--- src/rtl/txformat.sv ---
// Outbound message formatter for the vending-machine serial link.
// Emits "V<d>" / "C<ddd>" (+ optional CR LF) one byte at a time via the tx_dv / tx_active handshake.
module txformat #(
  parameter int CRLF_EN     = 1,
  parameter int ACK_TIMEOUT = 16
) (
  input  logic       clk,
  input  logic       reset,
  input  logic       vend,
  input  logic [2:0] vend_item,
  input  logic       credit_upd,
  input  logic [7:0] credit,
  input  logic       tx_active,
  output logic       tx_dv,
  output logic [7:0] tx_byte,
  output logic       busy,
  output logic       msg_done
);

  localparam int CW = $clog2(ACK_TIMEOUT + 1);

  typedef enum logic [1:0] {S_IDLE, S_SEND, S_WAIT_ACK, S_WAIT_DONE} state_t;

  state_t         r_state, w_state_nxt;
  logic           r_vend_pend, r_cred_pend;
  logic [2:0]     r_item;
  logic [7:0]     r_credit;
  logic           r_is_c;
  logic [7:0]     r_val;
  logic [2:0]     r_idx;
  logic [7:0]     r_byte;
  logic           r_msg_done;
  logic [CW-1:0]  r_cnt;

  logic           w_start, w_sel_c, w_advance, w_last, w_ack_to;
  logic [2:0]     w_last_idx;

  function automatic logic [7:0] f_byte(input logic is_c, input logic [7:0] val,
                                        input logic [2:0] idx);
    logic [7:0] h, t, u;
    h = val / 8'd100;
    t = (val / 8'd10) % 8'd10;
    u = val % 8'd10;
    f_byte = '0;
    if (!is_c) begin
      case (idx)
        3'd0:    f_byte = 8'h56;
        3'd1:    f_byte = 8'h30 + {5'd0, val[2:0]};
        3'd2:    f_byte = 8'h0D;
        3'd3:    f_byte = 8'h0A;
        default: f_byte = '0;
      endcase
    end else begin
      case (idx)
        3'd0:    f_byte = 8'h43;
        3'd1:    f_byte = 8'h30 + h;
        3'd2:    f_byte = 8'h30 + t;
        3'd3:    f_byte = 8'h30 + u;
        3'd4:    f_byte = 8'h0D;
        3'd5:    f_byte = 8'h0A;
        default: f_byte = '0;
      endcase
    end
  endfunction

  assign w_last_idx = r_is_c ? ((CRLF_EN != 0) ? 3'd5 : 3'd3)
                             : ((CRLF_EN != 0) ? 3'd3 : 3'd1);
  assign w_ack_to   = (r_cnt == CW'(ACK_TIMEOUT - 1));

  always_ff @(posedge clk or posedge reset) begin
    if (reset) r_state <= S_IDLE;
    else       r_state <= w_state_nxt;
  end

  always_comb begin
    w_state_nxt = r_state;
    w_start     = 1'b0;
    w_sel_c     = !r_vend_pend;
    w_advance   = 1'b0;
    w_last      = (r_idx == w_last_idx);
    case (r_state)
      S_IDLE:
        if ((r_vend_pend || r_cred_pend) && !tx_active) begin
          w_start     = 1'b1;
          w_state_nxt = S_SEND;
        end
      S_SEND:      w_state_nxt = S_WAIT_ACK;
      S_WAIT_ACK:
        if (tx_active || w_ack_to) w_state_nxt = S_WAIT_DONE;
      S_WAIT_DONE:
        if (!tx_active) begin
          w_advance   = 1'b1;
          w_state_nxt = w_last ? S_IDLE : S_SEND;
        end
      default:     w_state_nxt = S_IDLE;
    endcase
  end

  // A new event in the same cycle its message starts stays pending for the next message.
  always_ff @(posedge clk or posedge reset) begin
    if (reset) begin
      r_vend_pend <= 1'b0;
      r_cred_pend <= 1'b0;
      r_item      <= '0;
      r_credit    <= '0;
    end else begin
      if (vend) begin
        r_vend_pend <= 1'b1;
        r_item      <= vend_item;
      end else if (w_start && !w_sel_c) begin
        r_vend_pend <= 1'b0;
      end
      if (credit_upd) begin
        r_cred_pend <= 1'b1;
        r_credit    <= credit;
      end else if (w_start && w_sel_c) begin
        r_cred_pend <= 1'b0;
      end
    end
  end

  always_ff @(posedge clk or posedge reset) begin
    if (reset) begin
      r_is_c     <= 1'b0;
      r_val      <= '0;
      r_idx      <= '0;
      r_byte     <= '0;
      r_msg_done <= 1'b0;
      r_cnt      <= '0;
    end else begin
      r_msg_done <= w_advance && w_last;
      r_cnt      <= (r_state == S_WAIT_ACK) ? r_cnt + CW'(1) : '0;
      if (w_start) begin
        r_is_c <= w_sel_c;
        r_val  <= w_sel_c ? r_credit : {5'd0, r_item};
        r_idx  <= '0;
        r_byte <= w_sel_c ? 8'h43 : 8'h56;
      end else if (w_advance && !w_last) begin
        r_idx  <= r_idx + 3'd1;
        r_byte <= f_byte(r_is_c, r_val, r_idx + 3'd1);
      end
    end
  end

  assign tx_dv    = (r_state == S_SEND);
  assign tx_byte  = r_byte;
  assign busy     = (r_state != S_IDLE) || r_vend_pend || r_cred_pend;
  assign msg_done = r_msg_done;

endmodule
--- config.mk ---
export PLATFORM = sky130hd
export DESIGN_NAME = txformat
export DESIGN_NICKNAME = d
export VERILOG_FILES = /design/src/rtl/txformat.sv
export SDC_FILE = /design/constraint.sdc
export NUM_CORES = 1
export LEC_CHECK = 0
export ABC_AREA = 0
export CAP_MARGIN = 30
export CORE_MARGIN = 1
export CORE_UTILIZATION = 59
export CTS_CLUSTER_DIAMETER = 30
export DETAILED_ROUTE_END_ITERATION = 10
export PLACE_DENSITY_LB_ADDON = 0.25
export SLEW_MARGIN = 20
export SYNTH_ARGS = -nofsm -noshare
export SYNTH_HDL_FRONTEND = slang
export SYNTH_SLANG_ARGS = --single-unit
export TNS_END_PERCENT = 30
--- constraint.sdc ---
create_clock -name clk -period 5.3 [get_ports clk]
set_clock_uncertainty 0.1 [all_clocks]
set_input_delay 0.795 -clock clk [delete_from_list [all_inputs] [get_ports clk]]
set_output_delay 0.795 -clock clk [all_outputs]
set_load 0.05 [all_outputs]
==> metrics <==
Via Count 2818; initial core utilization 62.60%; io pins 27; drt via density 6.153; post-route clock period utilization 89.72%; hold buffers post-CTS 0; Power Total 1.894 mW; DRC 0; TritonCTS clock tree built; H-tree levels 2; synth top area cells dfrtp_1 31%, ha_1 6.1%, nand2_1 5.0%, o21ai_0 4.1%, mux2_2 3.8%; vias in the first global route 2620; Min Clock Period, post-route 4.755 ns; largest net degree at the start of global routing 42; DR WL/cell 15.83 um; hold path startpoint r_cnt[0]; CTS Buf Count 5; async set-reset flop share out of synthesis 100.0%; Die X 76.31 um; Syn. warnings 0; CP required 5.42 ns; cell taking the most area after synthesis dfrtp_1; Worst slew margin 49.97%; layout cell share with drive strength beyond 1 10.82%; post-synth net total 406; Leak 1.586 nW; post-synth top area share 31.49%; Filler cells 424; CP top delay family compound AO/OA/AOI/OAI gates; Setup crit end kind flip-flop; CTS resizes 0; worst vdd ir 0.3647 mV; ys flop type dfrtp_1; kind of critical path reg -> reg; postcts setup bufs 0; dpl hpwl 5.195 mm; GRT Util Overall 25.79%; Hold Path Class reg -> reg; Worst R2R Start r_val[7]; initial antenna violation count 0; post-synth cell types 72; Worst setup SP type flip-flop; Nets 420; WL final 7.249 mm; worst skew pair latency 0.29 ns; Worst-path clk slew 0.08 ns; Slew Viols, Final 0; core area 5205 um^2; Worst EP arrival 4.88 ns; Diodes inserted 0; final antenna-violating net count 0; RSZ-0062 raised after global routing false; cell chain of the critical path nand2b_1 -> a21o_1 -> a21oi_1 -> ha_1 -> nand2_1 -> a311oi_1 -> o21a_2 -> a21o_1 -> xnor2_1 -> ha_1 -> nor2_1 -> a31oi_1 -> o311ai_1 -> mux2i_1 -> or4b_1 -> o211ai_2; RD Place Congestion 0.8855; most common cell after layout, fill and taps aside nand2_1; Setup Total Neg Slack 0 ns; die height 76.31 um; row count 26; Overflow after GRT 0; synthesized instance count 374; fmax 0.2103 GHz; # setup viols final 0; PD cells 524.7 nW/um^2; synthesis-to-finish area growth 10.79%; total die area 5823 um^2; Clock Tree Buf Depth 2; Crit Path Max Fanout 19; most frequent cells in the layout 43 x nand2_1, 41 x dfrtp_1, 27 x o21ai_0; Slowest cell on crit path dfrtp_1; critical path startpoint r_val[7]; drt initial violations 192; IO buf count 26; Mapped Avg Cell Area 8.712 um^2; worst slew pin tran 0.7504 ns; first-pass GRT wire length 12.20 mm; Post-synth EDFFs 0; clock sinks 41; status finished, final reports clean; buffer and inverter count on the worst path 0; CP max stage delay 0.66 ns; Yosys reg bits 41; Pre-Repair DR Iteration Count 4; Final Hold Fails 0; clock root buffer clkbuf_8; Max-Cap Viols 0; sequential cell area fraction in the yosys report 31.49%; Cell Area, Synth 3258 um^2
-- sequential cells by signal (all words and copies together), names as in the netlist --
| register | count |
|---|---|
| msg_done | 1 |
| r_cnt | 5 |
| r_cred_pend | 1 |
| r_credit | 8 |
| r_idx | 3 |
| r_is_c | 1 |
| r_item | 3 |
| r_state | 2 |
| r_val | 8 |
| r_vend_pend | 1 |
| tx_byte | 8 |
-- path summary, 6_finish.rpt --
| check | end | slack, ns | cells past startpoint |
|---|---|---|---|
| worst min register to register | r_cnt[0] | 0.37 | 1 |
| min in group asynchronous | tx_byte[2] | 0.85 | 3 |
| worst max-delay path | tx_byte[5] | 0.54 | 16 |
| worst min-delay path | r_cnt[0] | 0.37 | 1 |
| max in group asynchronous | r_credit[7] | 3.89 | 3 |
| worst max register to register | tx_byte[5] | 0.54 | 16 |
-- power by group --
| group | total, mW | internal, mW | switching (mW) |
|---|---|---|---|
| sequential | 0.522 | 0.394 | 0.128 |
| combinational | 1.16 | 0.457 | 0.706 |
| clock | 0.209 | 0.103 | 0.106 |
-- synth_stat cells, drive strengths merged (7+ instances only) --
cell	count
a21oi	20
a31oi	9
buf	9
clkbuf	16
dfrtp	41
ha	16
inv	16
mux2	11
mux2i	9
nand2	44
nor2	25
nor3	10
nor3b	7
o21ai	28
xnor2	8
-- layer usage --
metal / track usage, % / wire length (um)
met1: 34.70 / 3413
met2: 41.98 / 3451
met3: 3.713 / 242
met4: 10.00 / 141
met5: 0 / 0
-- per-stage QoR --
step	hold WS (ns)	utilization, %	instances	instance area (um^2)	worst slack [ns]
after floorplan	0.3329	-	374	3258	1.262
after global placement	0.3530	67.62	451	3520	0.7412
after detailed placement	0.3613	67.62	451	3520	0.6140
after CTS	0.3722	69.35	458	3610	0.6049
after global routing	0.3825	69.35	458	3610	0.1770
final	0.3728	69.35	458	3610	0.5447
-- worst reg2reg max path: stages, from the launching register on --
cell	delay (ns)
dfrtp_1	0.66
nand2b_1	0.23
a21o_1	0.22
a21oi_1	0.44
ha_1	0.34
nand2_1	0.08
a311oi_1	0.37
o21a_2	0.29
a21o_1	0.22
xnor2_1	0.20
ha_1	0.27
nor2_1	0.08
a31oi_1	0.20
o311ai_1	0.14
mux2i_1	0.22
or4b_1	0.55
o211ai_2	0.07
-- cells by family (layout without fill, tap and decap cells) --
family	Yosys count	count (layout)	synth area share [%]
compound gates	106	106	23.96
xor+xnor	11	11	2.957
fa+ha+maj	17	17	6.452
buf+inv	41	55	5.875
flops	41	41	31.49
mux	20	20	6.567
simple gates	138	138	22.70
-- final cells by class --
type                            count  area (um^2)  area share [%]
Inverter                           16        60.06           1.664
Timing Repair Buffer               32        305.3           8.458
Tap cell                           70        87.58           2.426
Clock buffer                        6        82.58           2.288
Sequential cell                    41         1026           28.42
Multi-Input combinational cell    292         2041           56.53
Clock inverter                      1        7.507          0.2080
No activity file was read; power rests on OpenSTA's default activity.
==> variant 1 (config.mk and constraints unchanged) <==
Reset style: synchronous (`reset`), changed in 3 clocked blocks.
--- a/src/rtl/txformat.sv
+++ b/src/rtl/txformat.sv
@@ -67,7 +67,7 @@
                              : ((CRLF_EN != 0) ? 3'd3 : 3'd1);
   assign w_ack_to   = (r_cnt == CW'(ACK_TIMEOUT - 1));
 
-  always_ff @(posedge clk or posedge reset) begin
+  always_ff @(posedge clk) begin
     if (reset) r_state <= S_IDLE;
     else       r_state <= w_state_nxt;
   end
@@ -97,7 +97,7 @@
   end
 
   // A new event in the same cycle its message starts stays pending for the next message.
-  always_ff @(posedge clk or posedge reset) begin
+  always_ff @(posedge clk) begin
     if (reset) begin
       r_vend_pend <= 1'b0;
       r_cred_pend <= 1'b0;
@@ -119,7 +119,7 @@
     end
   end
 
-  always_ff @(posedge clk or posedge reset) begin
+  always_ff @(posedge clk) begin
     if (reset) begin
       r_is_c     <= 1'b0;
       r_val      <= '0;
Function: differs if reset is asserted again (counterexample within 4 cycles, from zero or initial values and one cycle with reset high); with reset held inactive, the same outputs for 10 cycles.
==> variant 1 against the original RTL <==
- sequential cell count did not move
- sequential share of layout area fell by 3.8 points
- count of clock-buffer cells in the layout down 1
- final area is 7.8% lower
- routed wire length decreased by 14%
- area after synthesis decreased by 8.4%
- via count fell by 7.1%
- worst setup slack improved by 630 ps
- maximum frequency is 15% higher
- critical endpoint is now tx_byte[5]$_SDFFE_PP0P_
Power is not compared: it rests on default switching activity, and its combinational part moved more than twofold at a synthesized area within 25%.
==> variant 1: results (changes against the original RTL) <==
[min_path]
worstHoldEndpoint = r_cnt[0]$_SDFF_PP0_  ; was r_cnt[0]$_DFF_PP0_
holdCritStartpoint = r_cnt[0]$_SDFF_PP0_  ; was r_cnt[0]$_DFF_PP0_
hp-class = reg2reg  ; unchanged

[pwr]
irDropWorstVdd_mv = 0.286
leakagePower_nw = 1.19
intPower_w = 0.000617

[finish]
seq_share = 0.247  ; was 0.284
nNetsFinal = 409  ; was 420
drive_gt1_frac = 0.0976  ; was 0.108
clkbuf_count = 5  ; was 6
clk_share = 0.0346  ; was 0.0250
nonClkBufAreaFrac = 0.0827  ; was 0.0846
inverters = 19  ; was 16
buffers_excl_clock = 28  ; was 32
multi_input_cells = 283  ; was 292
multi_input_area_sq_mm = 0.00196  ; was 0.00204 sq mm
fill_cells = 387  ; was 424

[timing]
maxSlewHeadroom = 0.466  ; was 0.500
hold_ws_ps = 362  ; was 373 ps

[yosys]
synthDistinctLibCells = 74  ; was 72
ys_seq_area_frac = 0.275  ; was 0.315
synth_common_cells = 44 x nor2_1, 41 x dfxtp_1, 27 x nand2_1  ; was 43 x nand2_1, 41 x dfrtp_1, 27 x o21ai_0
synthTopCellsByArea = dfxtp_1 27%, ha_1 6.3%, nor2_1 5.5%  ; was dfrtp_1 31%, ha_1 6.1%, nand2_1 5.0%
synth_ff_type = dfxtp_1  ; was dfrtp_1
synth_nets = 397  ; was 406
synth_seq_cells = 41  ; unchanged
yosysWarnings = 0  ; unchanged
async_reset_ff_frac = 0  ; was 1.00

[clock_network]
cts.path.max_buffers = 2  ; unchanged
path_clk_slew_ps = 90
clk_latency_ps = 300
cts_setup_buffers = 0  ; unchanged
htreeDepth = 2  ; unchanged

[global_route]
grt_pass1_wl_mm = 10.9  ; was 12.2 mm
grt_usage = 0.259  ; was 0.258
grt_max_degree = 33  ; was 42
grt_pass1_vias = 2478  ; was 2,620

[critical_path]
slowest_stage = dfxtp_1  ; was dfrtp_1
cp_max_fo = 16  ; was 19
critical_path_class = reg2reg  ; unchanged
reg2reg_depth = 16  ; unchanged
crit_path_max_incr_delay_ps = 750  ; was 660 ps
rrSetupSlack_ps = 1170  ; was 540 ps
r2r-end = tx_byte[5]$_SDFFE_PP0P_  ; was tx_byte[5]$_DFFE_PP0P_
critPathLaunch = r_val[7]$_SDFFE_PP0P_  ; was r_val[7]$_DFFE_PP0P_

[detailed_routing]
drt_first_pass_iters = 4  ; unchanged
totalWireLength_mm = 6.26  ; was 7.25 mm
vias_per_cell = 5.87  ; was 6.15
drt_iter0_drc = 134  ; was 192

[place]
port_buffers = 26  ; unchanged
globalplace.congestion = 0.901  ; was 0.886
dp_hpwl_mm = 4.62  ; was 5.20 mm

[status]
status = completed  ; unchanged

variant 1: changes by cell type after synthesis, sizes merged, moves of 6 or more:
cell / delta
dfrtp: -41
dfxtp: +41
nor2: +19
nand2: -15
o21ai: -11
mux2: -10
a211oi: +8
a21o: -6
mux2i: +6
variant 1: kinds of logic (layout without fill, tap and decap cells):
group                      count (synthesis)  in the layout  synth area share
AOI/OAI and AO/OA                        100            100             0.250
xor gates and xnor gates                  14             14            0.0474
adders and majority gates                 16             16            0.0666
buffers and inverters                     42             55            0.0696
DFF                                       41             41             0.275
muxes                                     16             16            0.0541
and+or+nand+nor                          137            137             0.238
variant 1: metal layers:
layer | vias to the layer above | global-route usage | part of all wire
li1 | 1344 | - | -
met1 | 1179 | 0.352 | 0.47
met2 | 81 | 0.405 | 0.46
met3 | 14 | 0.0442 | 0.049
met4 | 0 | 0.107 | 0.017
met5 | - | 0 | 0
variant 1: power by group through the flow:
stage,Clock (W),Combinational (W),Sequential [W]
after CTS,0.000265,0.000330,0.000386
after global placement,0,0.000320,0.000392
after global routing,0.000280,0.000366,0.000394
after detailed placement,0,0.000328,0.000393
after floorplan,0,0.000238,0.000400
final,0.000261,0.000332,0.000387
variant 1: per-stage QoR:
| stage | setup slack [ps] | area (sq um) | cells | util | total power [W] |
|---|---|---|---|---|---|
| 6_report | 1170 | 3330 | 446 | 0.695 | 0.000979 |
| 2_1_floorplan | 1940 | 2990 | 366 | - | 0.000638 |
| 5_1_grt | 856 | 3330 | 446 | 0.695 | 0.00104 |
| 4_1_cts | 1190 | 3320 | 445 | 0.694 | 0.000981 |
| 3_5_place_dp | 1180 | 3210 | 437 | 0.670 | 0.000721 |
| 3_3_place_gp | 1380 | 3210 | 437 | 0.670 | 0.000712 |
==> variant 2 (config.mk and constraints unchanged) <==
Without the edit above. Set the parameter `ACK_TIMEOUT` to 32 (it was 16).
--- a/src/rtl/txformat.sv
+++ b/src/rtl/txformat.sv
@@ -2,7 +2,7 @@
 // Emits "V<d>" / "C<ddd>" (+ optional CR LF) one byte at a time via the tx_dv / tx_active handshake.
 module txformat #(
   parameter int CRLF_EN     = 1,
-  parameter int ACK_TIMEOUT = 16
+  parameter int ACK_TIMEOUT = 32
 ) (
   input  logic       clk,
   input  logic       reset,
Behaviour: same outputs for any inputs over 10 cycles, from zero or initial values and one cycle with reset high; that may be too few to reach the edited logic, so the function may still have changed.
==> variant 2 against the original RTL <==
- power up 3.9%
- routed wire length fell by 3.2%
- global-route usage is 1.3 points higher
- highest routed layer unchanged
- area after synthesis is 2.2% lower
- worst setup slack improved by 690 ps
- clock power grew 9%
- maximum frequency increased by 17%
- count of clock-buffer cells in the layout shrank 1
- sequential cell count grew 1
- final area is 1.8% lower
- largest power group unchanged
- non-clock buffer count fell by 3
- combinational power hardly changed
==> variant 2: results (changes against the original RTL) <==
[finish]
seq_cells = 42  ; was 41
drive_gt1_frac = 0.0919  ; was 0.108
nNetsFinal = 400  ; was 420
fill_cells = 432  ; was 424
multi_input_cells = 278  ; was 292
buffers_excl_clock = 29  ; was 32
design_area_sq_mm = 0.00354  ; was 0.00361 sq mm
clk_share = 0.0275  ; was 0.0250
regArea_sq_mm = 0.00105  ; was 0.00103 sq mm
inverters = 13  ; was 16
multi_input_area_sq_mm = 0.00198  ; was 0.00204 sq mm
layoutNonFillerInstCount = 440  ; was 458

[timing]
hold_ws_ps = 377  ; was 373 ps
maxSlewHeadroom = 0.336  ; was 0.500
fin_ws_ps = 1240  ; was 545 ps
hold_viol_final = 0  ; unchanged

[place]
place_ws_ps = 1320  ; was 614 ps
dp_hpwl_mm = 4.96  ; was 5.20 mm
globalplace.congestion = 0.911  ; was 0.886
placed_area_sq_mm = 0.00345  ; was 0.00352 sq mm
dp_cells = 432  ; was 451

[critical_path]
r2r-end = tx_byte[6]$_DFFE_PP0P_  ; was tx_byte[5]$_DFFE_PP0P_
reg2reg_depth = 17  ; was 16
cp_max_fo = 22  ; was 19
critPathLaunch = r_val[6]$_DFFE_PP0P_  ; was r_val[7]$_DFFE_PP0P_

[detailed_routing]
vias_per_cell = 6.23  ; was 6.15
wl_met2_mm = 3.36  ; was 3.45 mm
met3_length_um = 437  ; was 242 um
drt_first_pass_iters = 5  ; was 4
wl_met1_mm = 3.14  ; was 3.41 mm
wire_per_inst_um = 15.9  ; was 15.8 um
drt_iter0_drc = 241  ; was 192

[global_route]
globalRouteMet3Util = 0.0516  ; was 0.0371
met2_usage = 0.451  ; was 0.420
grt_pass1_vias = 2570  ; was 2,620
grt_max_degree = 43  ; was 42
grt_usage = 0.271  ; was 0.258
grt_pass1_wl_mm = 11.9  ; was 12.2 mm

[yosys]
synth_nets = 386  ; was 406
synth_compound_area_frac = 0.249  ; was 0.240
synth_common_cells = 42 x dfrtp_1, 38 x nand2_1, 24 x o21ai_0  ; was 43 x nand2_1, 41 x dfrtp_1, 27 x o21ai_0
syn_inst = 355  ; was 374
synthXorXnorAreaFrac = 0.0408  ; was 0.0296
synth_mux_area_frac = 0.0487  ; was 0.0657
synth-adder-area-share = 0.0589  ; was 0.0645
ys_seq_area_frac = 0.330  ; was 0.315

[status]
status = completed  ; unchanged

[pwr]
p_seq_w = 0.000581  ; was 0.000522 W
leakagePower_nw = 1.47  ; was 1.59 nW
power_switching_w = 0.000974  ; was 0.000940 W
irDropWorstVdd_mv = 0.399  ; was 0.365 mV
intPower_w = 0.000994  ; was 0.000954 W

==> variant 2: cell count changes after synthesis, sizes merged, moves of 5 or more <==
cell,change
clkbuf,-6
mux2i,-7
nor2,-9
a31oi,-6
nand2,-5
and2,+6
a22oi,+5
==> variant 2: critical path, stage by stage (launching register included) <==
cell and delay (ps):
dfrtp_1 770, and3b_1 310, a21oi_1 60, o21a_1 200
o221ai_1 420, inv_1 90, ha_1 230, o2111a_1 130
nand4_1 130, a21oi_1 70, a221o_1 410, inv_1 90
ha_1 160, o21a_1 120, a21oi_1 40, o2bb2ai_1 330
nand4bb_1 180, o211ai_1 100
==> variant 2: cell families (layout without fill, tap and decap cells) <==
logic type / after synthesis / in the layout
AND/OR/NAND/NOR: 126 / 126
AO/OA/AOI/OAI: 109 / 109
flip-flops: 42 / 42
buffers and inverters: 35 / 50
adder cells (fa/ha/maj): 15 / 15
XOR/XNOR: 14 / 14
multiplexers: 14 / 14
